==> src/rtl/muldiv_ctrl.sv <==
`default_nettype none
// ============================================================================
// Module      : muldiv_ctrl
// Description : Iterative RV32M multiply/divide sequencer for the Execute
//               stage. One operation per request: a shift-add multiplier or
//               a restoring divider, one iteration per cycle over WIDTH
//               cycles. The front of the pipeline is stalled while the
//               operation runs; the result is presented for a single cycle.
// Ports       :
//   clk        in   clock, rising edge
//   rst        in   synchronous reset, active low
//   MulDivE    in   instruction in E is an M-extension op (held while stalled)
//   MulDivOpE  in   funct3 (MUL/MULH/MULHSU/MULHU/DIV/DIVU/REM/REMU)
//   SrcAE      in   rs1 value
//   SrcBE      in   rs2 value
//   FlushE     in   E-stage flush, aborts the operation in flight
//   StallMD    out  stall for F, D and E pipeline registers
//   BusyMD     out  iterating
//   MDDoneE    out  result valid this cycle
//   MDResultE  out  result, zero unless MDDoneE is high
// Revision    : 1.0 - initial release
// ============================================================================
module muldiv_ctrl #(
    parameter int WIDTH = 32
) (
    input  logic             clk,
    input  logic             rst,
    input  logic             MulDivE,
    input  logic [2:0]       MulDivOpE,
    input  logic [WIDTH-1:0] SrcAE,
    input  logic [WIDTH-1:0] SrcBE,
    input  logic             FlushE,
    output logic             StallMD,
    output logic             BusyMD,
    output logic             MDDoneE,
    output logic [WIDTH-1:0] MDResultE
);

    localparam int               c_cw   = (WIDTH > 1) ? $clog2(WIDTH) : 1;
    localparam logic [c_cw-1:0]  c_last = c_cw'(WIDTH - 1);

    localparam logic [1:0] c_st_idle = 2'd0;
    localparam logic [1:0] c_st_run  = 2'd1;
    localparam logic [1:0] c_st_done = 2'd2;

    logic [1:0]         r_state;
    logic [1:0]         w_state_next;
    logic [c_cw-1:0]    r_cnt;
    logic [2:0]         r_op;
    logic [WIDTH-1:0]   r_mcand;      // multiplicand or divisor magnitude
    logic [2*WIDTH-1:0] r_acc;        // {hi, lo} product or {rem, quo}
    logic               r_neg_res;
    logic               r_neg_rem;
    logic               r_done;
    logic [WIDTH-1:0]   r_result;

    // ------------------------------------------------------------------
    // Operand decode at acceptance
    // ------------------------------------------------------------------
    logic             w_is_div;
    logic             w_a_signed;
    logic             w_b_signed;
    logic             w_a_neg;
    logic             w_b_neg;
    logic [WIDTH-1:0] w_abs_a;
    logic [WIDTH-1:0] w_abs_b;
    logic             w_div0;
    logic             w_ovf;
    logic             w_accept;

    assign w_is_div   = MulDivOpE[2];
    // Multiply: A signed for MUL/MULH/MULHSU, B signed for MUL/MULH.
    // Divide: both signed for DIV/REM.
    assign w_a_signed = w_is_div ? ~MulDivOpE[0] : (MulDivOpE[1:0] != 2'b11);
    assign w_b_signed = w_is_div ? ~MulDivOpE[0] : ~MulDivOpE[1];
    assign w_a_neg    = w_a_signed & SrcAE[WIDTH-1];
    assign w_b_neg    = w_b_signed & SrcBE[WIDTH-1];
    assign w_abs_a    = w_a_neg ? (~SrcAE + 1'b1) : SrcAE;
    assign w_abs_b    = w_b_neg ? (~SrcBE + 1'b1) : SrcBE;
    assign w_div0     = w_is_div & (SrcBE == '0);
    assign w_ovf      = w_is_div & ~MulDivOpE[0]
                        & (SrcAE == {1'b1, {(WIDTH-1){1'b0}}})
                        & (SrcBE == {WIDTH{1'b1}});
    assign w_accept   = (r_state == c_st_idle) & MulDivE & ~FlushE;

    // ------------------------------------------------------------------
    // One iteration of the datapath
    // ------------------------------------------------------------------
    logic [WIDTH:0]     w_mul_sum;
    logic [2*WIDTH-1:0] w_mul_next;
    logic [WIDTH:0]     w_rem_sh;
    logic [WIDTH:0]     w_diff;
    logic [2*WIDTH-1:0] w_div_next;
    logic [2*WIDTH-1:0] w_acc_next;

    // Shift-add: conditionally add into the high half, then shift the
    // whole accumulator right, carry included.
    assign w_mul_sum  = {1'b0, r_acc[2*WIDTH-1:WIDTH]}
                        + (r_acc[0] ? {1'b0, r_mcand} : {(WIDTH+1){1'b0}});
    assign w_mul_next = {w_mul_sum, r_acc[WIDTH-1:1]};

    // Restoring divide: the shifted remainder needs one extra bit so the
    // borrow of the trial subtraction is visible in the MSB.
    assign w_rem_sh   = r_acc[2*WIDTH-1:WIDTH-1];
    assign w_diff     = w_rem_sh - {1'b0, r_mcand};
    assign w_div_next = w_diff[WIDTH]
                        ? {w_rem_sh[WIDTH-1:0], r_acc[WIDTH-2:0], 1'b0}
                        : {w_diff[WIDTH-1:0],   r_acc[WIDTH-2:0], 1'b1};

    assign w_acc_next = r_op[2] ? w_div_next : w_mul_next;

    // ------------------------------------------------------------------
    // Result selection from the final accumulator value
    // ------------------------------------------------------------------
    logic [2*WIDTH-1:0] w_prod_c;
    logic [WIDTH-1:0]   w_quo;
    logic [WIDTH-1:0]   w_rem;
    logic [WIDTH-1:0]   w_final;

    assign w_prod_c = r_neg_res ? (~w_acc_next + 1'b1) : w_acc_next;
    assign w_quo    = r_neg_res ? (~w_acc_next[WIDTH-1:0] + 1'b1)
                                : w_acc_next[WIDTH-1:0];
    assign w_rem    = r_neg_rem ? (~w_acc_next[2*WIDTH-1:WIDTH] + 1'b1)
                                : w_acc_next[2*WIDTH-1:WIDTH];

    always_comb begin
        w_final = '0;
        case (r_op)
            3'b000:                 w_final = w_prod_c[WIDTH-1:0];
            3'b001, 3'b010, 3'b011: w_final = w_prod_c[2*WIDTH-1:WIDTH];
            3'b100, 3'b101:         w_final = w_quo;
            default:                w_final = w_rem;
        endcase
    end

    // ------------------------------------------------------------------
    // FSM: state register
    // ------------------------------------------------------------------
    always_ff @(posedge clk) begin
        if (!rst) begin
            r_state <= c_st_idle;
        end else begin
            r_state <= w_state_next;
        end
    end

    // FSM: next state
    always_comb begin
        w_state_next = c_st_idle;
        case (r_state)
            c_st_idle: begin
                if (w_accept) begin
                    w_state_next = (w_div0 | w_ovf) ? c_st_done : c_st_run;
                end
            end
            c_st_run: begin
                if (FlushE) begin
                    w_state_next = c_st_idle;
                end else if (r_cnt == c_last) begin
                    w_state_next = c_st_done;
                end else begin
                    w_state_next = c_st_run;
                end
            end
            default: w_state_next = c_st_idle;
        endcase
    end

    // FSM: outputs
    always_comb begin
        StallMD = 1'b0;
        BusyMD  = 1'b0;
        case (r_state)
            c_st_idle: StallMD = MulDivE & ~FlushE;
            c_st_run: begin
                StallMD = 1'b1;
                BusyMD  = 1'b1;
            end
            default: ;
        endcase
    end

    assign MDDoneE   = r_done;
    assign MDResultE = r_result;

    // ------------------------------------------------------------------
    // Datapath registers
    // ------------------------------------------------------------------
    always_ff @(posedge clk) begin
        if (!rst) begin
            r_cnt     <= '0;
            r_op      <= '0;
            r_mcand   <= '0;
            r_acc     <= '0;
            r_neg_res <= 1'b0;
            r_neg_rem <= 1'b0;
            r_done    <= 1'b0;
            r_result  <= '0;
        end else begin
            // Done and result live for exactly the DONE cycle.
            r_done   <= 1'b0;
            r_result <= '0;
            if (w_accept) begin
                r_op      <= MulDivOpE;
                r_cnt     <= '0;
                r_neg_res <= w_a_neg ^ w_b_neg;
                r_neg_rem <= w_is_div & w_a_neg;
                r_mcand   <= w_is_div ? w_abs_b : w_abs_a;
                r_acc     <= {{WIDTH{1'b0}}, (w_is_div ? w_abs_a : w_abs_b)};
                if (w_div0) begin
                    r_done   <= 1'b1;
                    r_result <= MulDivOpE[1] ? SrcAE : {WIDTH{1'b1}};
                end else if (w_ovf) begin
                    r_done   <= 1'b1;
                    r_result <= MulDivOpE[1] ? {WIDTH{1'b0}}
                                             : {1'b1, {(WIDTH-1){1'b0}}};
                end
            end else if ((r_state == c_st_run) && !FlushE) begin
                r_acc <= w_acc_next;
                r_cnt <= r_cnt + 1'b1;
                if (r_cnt == c_last) begin
                    r_done   <= 1'b1;
                    r_result <= w_final;
                end
            end
        end
    end

endmodule
`default_nettype wire

==> config.mk <==
export PLATFORM = sky130hd
export DESIGN_NAME = muldiv_ctrl
export DESIGN_NICKNAME = d
export VERILOG_FILES = /design/src/rtl/muldiv_ctrl.sv
export SDC_FILE = /design/constraint.sdc
export NUM_CORES = 1
export LEC_CHECK = 0
export BUFFER_PORTS_ARGS = -buffer_cell sky130_fd_sc_hd__buf_2
export CAP_MARGIN = 20
export CELL_PAD_IN_SITES_DETAIL_PLACEMENT = 1
export CELL_PAD_IN_SITES_GLOBAL_PLACEMENT = 2
export CORE_UTILIZATION = 38
export DETAILED_ROUTE_END_ITERATION = 10
export PLACE_DENSITY = 0.95
export SLEW_MARGIN = 20
export SYNTH_ARGS = -nofsm -noshare
export SYNTH_HDL_FRONTEND = slang
export SYNTH_SLANG_ARGS = --single-unit
==> constraint.sdc <==
create_clock -name clk -period 11.9 [get_ports clk]
set_input_delay 1.19 -clock clk [delete_from_list [all_inputs] [get_ports clk]]
set_output_delay 1.19 -clock clk [all_outputs]
set_load 0.05 [all_outputs]
Word level (Yosys, flattened, before mapping)
Index checks and enable logic that the tools add are counted.
W data, S select, Z words.
- $add $sub $neg: 8
- equality and inequality tests: 10
- multiplexer cells: 34
- bitwise logic cells: 21
- reductions and logical operators: 9
- operator list (cell ; number):
    $mux W32 ; 16
    $mux W64 ; 3
    $add A32 B1 Y32 const B ; 4
    $not A32 Y32 ; 4
    $pmux W32 S3 ; 1
    $add A64 B1 Y64 const B ; 1
    $eq A32 B32 Y1 const B ; 2
    $not A64 Y64 ; 1
    $add A32 B32 Y33 ; 1
    $sub A33 B32 Y33 ; 1
    $logic_not A32 Y1 ; 1
    $and A1 B1 Y1 ; 10
    $mux W1 ; 8
    $mux W2 ; 4
    $eq A3 B2 Y1 const B ; 2
    $eq A3 B3 Y1 const B ; 2
    $add A5 B1 Y5 const B ; 1
    $eq A5 B5 Y1 const B ; 1
    $not A1 Y1 ; 4
    $pmux W2 S2 ; 1
    $reduce_or A2 Y1 ; 2
    $eq A3 B1 Y1 const B ; 1
    $logic_not A3 Y1 ; 1
    $reduce_or A3 Y1 ; 1
    9 further kinds ; 9
- bits in registers: 141
- input bits: 71
- output and inout port bits: 35
- logic and storage cells: 92

Longest topological paths before layout
Gate-level depths: netlist of run 1.
- depth after elaboration: 10
- depth in mapped cells: 26
- gate-level depth less buffers: 23

Worst setup path after synthesis of run 1
No wires, ideal clock.
- path type: register to register
- start: register r_acc[31]
- end: register r_result[26], in the netlist MDResultE[26]
- setup time: 128 ps
- arrival: 5222 ps
- data required time: 11772 ps
- path slack: 6550 ps
- stages on the path, launching flop included: 25
- path buffers: 3
- period minus slack after synthesis: 5350 ps
- path through: dfxtp_1 inv_1 ha_1 fa_1 nand2b_1 a21oi_1 o21ai_2 o21a_2 o21ai_4 xnor2_2 buf_4 buf_2 a21boi_0 ha_1 o21ai_0 nor4_1 nand2_1 or2_2 or2_2 or2_2 clkbuf_1 o41ai_1 xnor2_1 a221oi_1 o22ai_1
- longest elaborated chain between the ends: 10
- elaborated cells between the ends (all ways): 16
- classes of those cells: 4 x add/sub; 9 x mux; 3 x bitwise
- ends and longest elaborated chain (element ; line ; source):
    start, declared ; 51 ; logic [2*WIDTH-1:0] r_acc;
    start signal, assigned ; 209 ; r_acc <= {{WIDTH{1'b0}}, (w_is_div ? w_abs_a : w_abs_b)};
    start signal, assigned ; 219 ; r_acc <= w_acc_next;
    $sub A33 B32 Y33 ; 105 ; assign w_diff = w_rem_sh - {1'b0, r_mcand};
    $mux W64 ; 107 ; ? {w_rem_sh[WIDTH-1:0], r_acc[WIDTH-2:0], 1'b0}
    $mux W64 (*) ; 110 ; assign w_acc_next = r_op[2] ? w_div_next : w_mul_next;
    $not A64 Y64 (tied with other cells) ; 120 ; assign w_prod_c = r_neg_res ? (~w_acc_next + 1'b1) : w_acc_next;
    $add A64 B1 Y64 (tied with other cells) ; 120 ;
    $mux W64 (tied with other cells) ; 120 ;
    $pmux W32 S3 (*) ; 128 ; case (r_op)
    $mux W32 (*) ; 221 ; if (r_cnt == c_last) begin
    $mux W32 (*) ; 218 ; end else if ((r_state == c_st_run) && !FlushE) begin
    $mux W32 (*) ; 203 ; if (w_accept) begin
    end signal, assigned ; 212 ; r_result <= MulDivOpE[1] ? SrcAE : {WIDTH{1'b1}};
    end signal, assigned ; 215 ; r_result <= MulDivOpE[1] ? {WIDTH{1'b0}}
    end signal, assigned ; 223 ; r_result <= w_final;
    end, declared ; 55 ; logic [WIDTH-1:0] r_result;
Every way passes the cells marked *; elsewhere a longest branch is shown, timed or not.
A chain may end at the register's enable or synchronous reset.

Worst setup path in the final report of run 1
- start: register r_acc[31]
- end: register r_result[20], in the netlist MDResultE[20]
The elaborated chain is that of the path after synthesis.

==> results by group, run 1 <==
Floorplanning
  • Die area: 0.04171 mm²
  • IO Count: 106
  • FP Rows: 73
  • Placeable Area: 0.04001 mm²
  • Die Y: 204.2 µm
  • Chip width: 204.2 µm
  • Initial Utilization: 38.85%

Yosys
  • Seq cells post-synth: 141
  • Syn_area_per_cell: 6.920 µm²
  • YS warnings: 0
  • Sequential share of the synthesized area: 18.16%
  • Mapped cell area: 0.01554 mm²
  • Commonest register cell after synthesis: dfxtp_1
  • Mapped Nets: 2,390
  • EDFF count, synth: 0
  • Leading area contributor after synthesis: dfxtp_1
  • Top cells by area, synth: dfxtp_1 18%, nand2_1 7.6%, a21oi_1 7.1%
  • Mapped Cells: 2,246
  • Post-synth top area share: 18.16%
  • Async SR Flop Fraction: 0%
  • Netlist cell types: 94

Power and ir drop
  • P per Cell Area: 103.8 mW/mm²
  • Power, Total: 1760 µW
  • Max rail drop VDD: 0.1052 mV
  • Leak Pwr: 0.006353 µW

STA
  • Min Tclk post-route: 6.306 ns
  • Unrepaired setup endpoints after global routing: no
  • Period utilisation layout: 52.99%
  • Slew @ Worst Pin: 1.229 ns
  • Slew Viols, Final: 0
  • Setup skew after layout: 0.01722 ns
  • Setup Viol. Count Final: 0
  • Fin. Hold Viols: 0
  • Post-route setup TNS: 0 ns
  • Fmax: 158.6 MHz
  • Final hold slack: 0.4726 ns
  • Max_slew headroom: 17.58%

Worst setup path
  • Startpoint Class: flop
  • Crit. Startpoint: r_acc[31]$_SDFFE_PN0P_
  • Req. time, crit path: 12.23 ns
  • Flop2flop setup slack: 5.59 ns
  • Crit Path Category: reg2reg
  • CP Capture Type: flop
  • Largest fanout on the critical path: 39
  • CP arrival: 6.63 ns
  • FF-to-FF Start: r_acc[31]$_SDFFE_PN0P_

Place
  • Port bufs: 105
  • Post-DP HPWL: 56,510 µm
  • Gpl congestion: 0.9953

Routing
  • First DRT Iteration DRCs: 1,530
  • Iteration count of the initial detailed-routing pass: 8
  • Via count: 17.94k
  • DRC Markers: 0
  • Final WL: 72,870 µm
  • Routed wire per std cell: 26.14 µm
  • ANT nets after route: 0
  • Detailed-route vias per instance: 6.434

Clocking
  • Num CTS Buffers: 17
  • Clock Path Buffers: 2
  • Cts hold-fix bufs: 0
  • Clk_lat worst skew: 0.47 ns
  • Clk slew on worst S/H paths: 0.08 ns
  • Resized Gates After CTS: 0
  • CTS tree: yes
  • Root buf cell: clkbuf_16
  • Setup Buffers After CTS: 0
  • H-tree depth: 4
  • Clk sinks: 141

Finish
  • Fillcell total: 5,167
  • N_diodes: 0
  • Register area: 0.002828 mm²
  • Layout area overhead: 9.073%
  • Fraction of layout cells with a size suffix above 1: 9.943%
  • Multi-input gate area: 0.01195 mm²
  • Fin nets: 2,394

Outcome
  • Run status: completed

Global routing
  • Vias in the first global route: 17.77k
  • Initial antenna violation count: 3
  • Grt total ovfl: 0
  • Gr usage total: 34.73%
  • First-pass GRT wire length: 109,900 µm
  • Largest net degree at the start of global routing: 73

Run
  • Max Cap Viol: 0

Min path
  • Hold wc startpoint: r_mcand[23]$_SDFFE_PN0P_
  • HP Class: reg2reg
-- critical path: stages, from the launching register on --
cell,delay [ns]
dfxtp_1,0.39
inv_1,0.12
ha_1,0.23
fa_1,0.42
nand2b_1,0.20
a21oi_1,0.23
o21ai_2,0.14
o21a_2,0.26
o21ai_4,0.32
xnor2_4,0.16
buf_4,0.48
mux2i_1,0.21
mux2_2,0.37
inv_1,0.10
ha_1,0.25
o221ai_1,0.14
a31oi_1,0.53
nand2_1,0.50
o31ai_1,0.44
xnor2_1,0.14
o221ai_1,0.34
o21ai_0,0.15
-- logic make-up (layout without fill, tap and decap cells) --
logic type	Yosys count	count (layout)	synth area share, %
buf+inv	207	224	5.337
xor+xnor	175	175	9.958
simple gates	869	869	26.61
mux	56	56	3.639
flops	141	141	18.16
compound gates	725	725	30.33
fa+ha+maj	73	73	5.973
-- metrics by stage --
stage / utilization (%) / cells / setup slack, ns / area, µm²
after floorplan: - / 2246 / 6.550 / 15540
after global placement: 40.87 / 2756 / 5.941 / 16350
after detailed placement: 40.88 / 2756 / 5.809 / 16350
after CTS: 42.35 / 2788 / 5.745 / 16940
after global routing: 42.38 / 2788 / 5.307 / 16950
final: 42.38 / 2788 / 5.594 / 16950
-- state kept, by name (all words and copies together), names as in the netlist --
| register | count |
|---|---|
| MDDoneE | 1 |
| MDResultE | 32 |
| r_acc | 64 |
| r_cnt | 5 |
| r_mcand | 32 |
| r_neg_rem | 1 |
| r_neg_res | 1 |
| r_op | 3 |
| r_state | 2 |
-- power by group --
group / internal (µW) / switching [µW] / total, µW / leakage, µW
Sequential: 490 / 27.0 / 517 / 0.00115
Combinational: 216 / 459 / 675 / 0.00492
Clock: 324 / 243 / 568 / 0.000282
-- routing by layer --
layer | vias to the layer above | wire [µm] | track usage [%]
li1 | 8189 | - | -
met1 | 8810 | 30340 | 43.48
met2 | 756 | 32720 | 55.12
met3 | 182 | 5359 | 6.505
met4 | 2 | 4429 | 20.82
met5 | - | 13 | 0
-- path summary, 6_finish.rpt --
kind,depth (start not counted),end
max,21,MDResultE[20]$_SDFF_PN0_
min,2,r_mcand[23]$_SDFFE_PN0P_
max reg2reg,21,MDResultE[20]$_SDFF_PN0_
min reg2reg,2,r_mcand[23]$_SDFFE_PN0P_
-- cell usage in the layout (no fill, tap or decap), drive strengths merged, types with 22 or more instances in the layout --
cell and count:
a211oi 46, a21oi 224, and2 60, buf 126, clkbuf 22, dfxtp 141, ha 71, inv 65
mux2i 52, nand2 317, nand2b 23, nand3 29, nand4 30, nor2 200, nor3 68, nor4 26
o211ai 65, o21ai 157, o31ai 35, or3 28, xnor2 114, xor2 61
-- Yosys cell counts (all sizes together), types with 5 or more instances --
master / number
nor4: 26
a21o: 16
nand3b: 10
o21a: 20
nand2: 317
a21oi: 224
o22ai: 15
o32ai: 5
nor3b: 10
nand2b: 23
o41ai: 16
a211oi: 46
nor2b: 7
nand3: 29
o211ai: 65
xor2: 61
dfxtp: 141
nor2: 200
or4: 12
or3: 28
o31ai: 35
and3: 12
o221ai: 17
o21bai: 5
ha: 71
xnor2: 114
inv: 64
clkbuf: 106
a311oi: 6
o31a: 10
o21ai: 157
nor3: 68
or2: 20
buf: 35
a31o: 7
nand4: 30
a41oi: 7
a211o: 7
a31oi: 21
and2: 60
mux2i: 52
-- layout make-up --
cell class	count	area share (%)
multi-input cells	1898	70.48
flip-flops and latches	141	16.68
repair buffers	126	4.030
well taps	525	3.875
clock buffers	22	2.797
inverters	66	1.461
clock inverters	10	0.6790
Power figures use the tool's default switching activity.
==> run 2, diff against run 1 <==
- CORE_UTILIZATION: 38 -> 32
- PLACE_DENSITY: 0.95 -> 0.88
- clock period: 11.9 -> 5.7 ns (I/O delays scaled with it)
==> run 2 against run 1 <==
Against the previous run:
- via count rose by 1.3%
- clock skew up 0.0041 ns
- clock-buffer cell count rose by 1
- global-route usage decreased by 4.8 points
- non-clock buffer count increased by 69
- power up 120%
- first-iteration DRC count rose by 3.6%
- largest cell class unchanged
- highest routed layer is now met4
==> results by group, run 2 (synthesis gave the netlist of run 1 again) <==
STA
  • Fmax: 179.3 MHz
  • Slew Viols, Final: 0
  • Min Tclk post-route: 5.578 ns
  • Setup WS post-layout: 0.1217 ns
  • Fin. Hold Viols: 0
  • Setup skew after layout: 0.02130 ns
  • Unrepaired setup endpoints after global routing: no
  • Slew @ Worst Pin: 1.250 ns
  • Max_slew headroom: 16.18%
  • Setup Viol. Count Final: 0
  • Period utilisation layout: 97.86%

Clocking
  • Cts hold-fix bufs: 0
  • CTS tree: yes
  • Root buf cell: clkbuf_16
  • Clk slew on worst S/H paths: 0.07 ns
  • Clock Path Buffers: 2
  • H-tree depth: 4
  • Clk sinks: 141
  • Num CTS Buffers: 17
  • Clk_lat worst skew: 0.47 ns

Power and ir drop
  • P per Cell Area: 215.7 mW/mm²
  • Power, Total: 3815 µW
  • Psw: 1545 µW
  • Leak Pwr: 0.006721 µW
  • Sw Share: 40.50%
  • Seq pwr share: 28.2%
  • P_int: 2270 µW
  • Max rail drop VDD: 0.1855 mV
  • Combinational share of power: 38.9%
  • Clk pwr share: 32.9%

Worst setup path
  • Req. time, crit path: 6.00 ns
  • R2r endpoint: MDResultE[10]$_SDFF_PN0_
  • CP arrival: 5.88 ns
  • CP Capture Type: flop
  • Reg2Reg Depth: 21
  • Startpoint Class: flop
  • FF-to-FF Start: r_acc[31]$_SDFFE_PN0P_
  • Flop2flop setup slack: 0.12 ns
  • Crit Path Category: reg2reg
  • Largest fanout on the critical path: 7

Place
  • Post-DP HPWL: 59,480 µm
  • DP Cell Count: 2,912
  • Dpl ws: -0.03759 ns
  • Port bufs: 105
  • Gpl congestion: 1.009

Finish
  • Fraction of layout cells with a size suffix above 1: 12.91%
  • Fin nets: 2,463
  • Largest register by flop count: r_acc
  • Fin cells: 2,948
  • Most common cell after layout, fill and taps aside: nand2_1
  • Commonest non-fill, non-tap cells in the layout: 314 x nand2_1, 220 x a21oi_1, 200 x nor2_1
  • Max reg flops: 64
  • Layout area overhead: 13.78%

Floorplanning
  • Die area: 0.04946 mm²
  • Die Y: 222.4 µm
  • Chip width: 222.4 µm
  • Placeable Area: 0.04785 mm²
  • Initial Utilization: 32.48%
  • FP Rows: 80
  • IO Count: 106

Routing
  • M1 WL: 33,100 µm
  • Final WL: 75,260 µm
  • Routed wl met2: 33,810 µm
  • Iteration count of the initial detailed-routing pass: 5
  • Via count: 18.18k
  • Detailed-route vias per instance: 6.167
  • DRC Markers: 0
  • First DRT Iteration DRCs: 1,585
  • ANT nets after route: 0
  • Routed wire per std cell: 25.53 µm
  • Top layer in use: met4
  • Met3 routed wirelength: 4598 µm

Global routing
  • Grt total ovfl: 0
  • Gr usage total: 29.92%
  • Largest net degree at the start of global routing: 72
  • Vias in the first global route: 18.04k
  • Initial antenna violation count: 3
  • First-pass GRT wire length: 113,000 µm

Min path
  • HP Class: in2reg
  • Hold wc startpoint: MulDivOpE[0]
  • Hold EP: r_op[0]$_SDFFE_PN0P_
  • WHS Path Cells: 3

Run
  • Max Cap Viol: 0

Outcome
  • Run status: completed
run 2: metal layers:
layer,global-route usage (%),vias up
li1,-,8325
met2,47.64,624
met4,15.31,0
met1,38.81,9071
met3,4.972,159
met5,0,-
run 2: worst max-delay path by stage:
| stage | start | depth (start not counted) | slack, ns | end |
|---|---|---|---|---|
| floorplan | r_acc[31]$_SDFFE_PN0P_ | 24 | 0.35 | MDResultE[26]$_SDFF_PN0_ |
| global placement | r_acc[0]$_SDFFE_PN0P_ | 16 | 0.1 | MDResultE[23]$_SDFF_PN0_ |
| detailed placement | r_acc[0]$_SDFFE_PN0P_ | 16 | -0.04 | MDResultE[23]$_SDFF_PN0_ |
| CTS | r_acc[31]$_SDFFE_PN0P_ | 22 | 0.03 | MDResultE[24]$_SDFF_PN0_ |
| global route | r_acc[31]$_SDFFE_PN0P_ | 18 | 0.003 | MDResultE[23]$_SDFF_PN0_ |
| finish | r_acc[31]$_SDFFE_PN0P_ | 21 | 0.12 | MDResultE[10]$_SDFF_PN0_ |
run 2: what timing repair did:
item,4_1_cts,5_1_grt
setup endpoints to repair,5,16
pin swaps,0,5
resized for setup,2,17
setup buffers,0,3
run 2: critical path, cell delays in order, from the launching register on:
cell	delay, ns
dfxtp_1	0.38
inv_1	0.09
ha_1	0.21
fa_1	0.41
nand2b_1	0.22
a21oi_2	0.21
o21ai_2	0.13
o21a_2	0.26
o21ai_4	0.22
xnor2_4	0.22
mux2i_1	0.16
mux2_2	0.37
inv_1	0.13
ha_1	0.33
o221ai_1	0.18
a31oi_1	0.33
buf_4	0.22
o311ai_0	0.28
o21ai_0	0.30
xnor2_1	0.10
o221ai_1	0.50
a21oi_1	0.14
run 2: area by class of cell:
| type | count | area, µm² |
|---|---|---|
| fillers | 6096 | 30160 |
| multi-input cells | 1898 | 12000 |
| flip-flops and latches | 141 | 2828 |
| repair buffers | 195 | 1209 |
| well taps | 615 | 769.5 |
| clock buffers | 23 | 499.2 |
| inverters | 66 | 247.7 |
| clock inverters | 9 | 131.4 |
| diodes | 1 | 2.502 |
run 2: power groups by stage:
| stage | Clock [µW] | Combinational (µW) | Sequential [µW] |
|---|---|---|---|
| 2_1_floorplan | 0 | 932 | 1070 |
| 4_1_cts | 1270 | 1440 | 1070 |
| 3_5_place_dp | 0 | 1430 | 1090 |
| 5_1_grt | 1290 | 1580 | 1080 |
| 6_report | 1250 | 1490 | 1070 |
| 3_3_place_gp | 0 | 1400 | 1090 |
run 2: metrics by stage:
step	hold WS [ns]	util, %	setup TNS (ns)	area (µm²)
2_1_floorplan	0.4403	-	0	15540
3_3_place_gp	0.4459	35.43	0	16950
3_5_place_dp	0.4544	35.43	-0.05738	16950
4_1_cts	0.3903	36.77	0	17590
5_1_grt	0.4212	36.96	0	17680
6_report	0.4027	36.96	0	17680
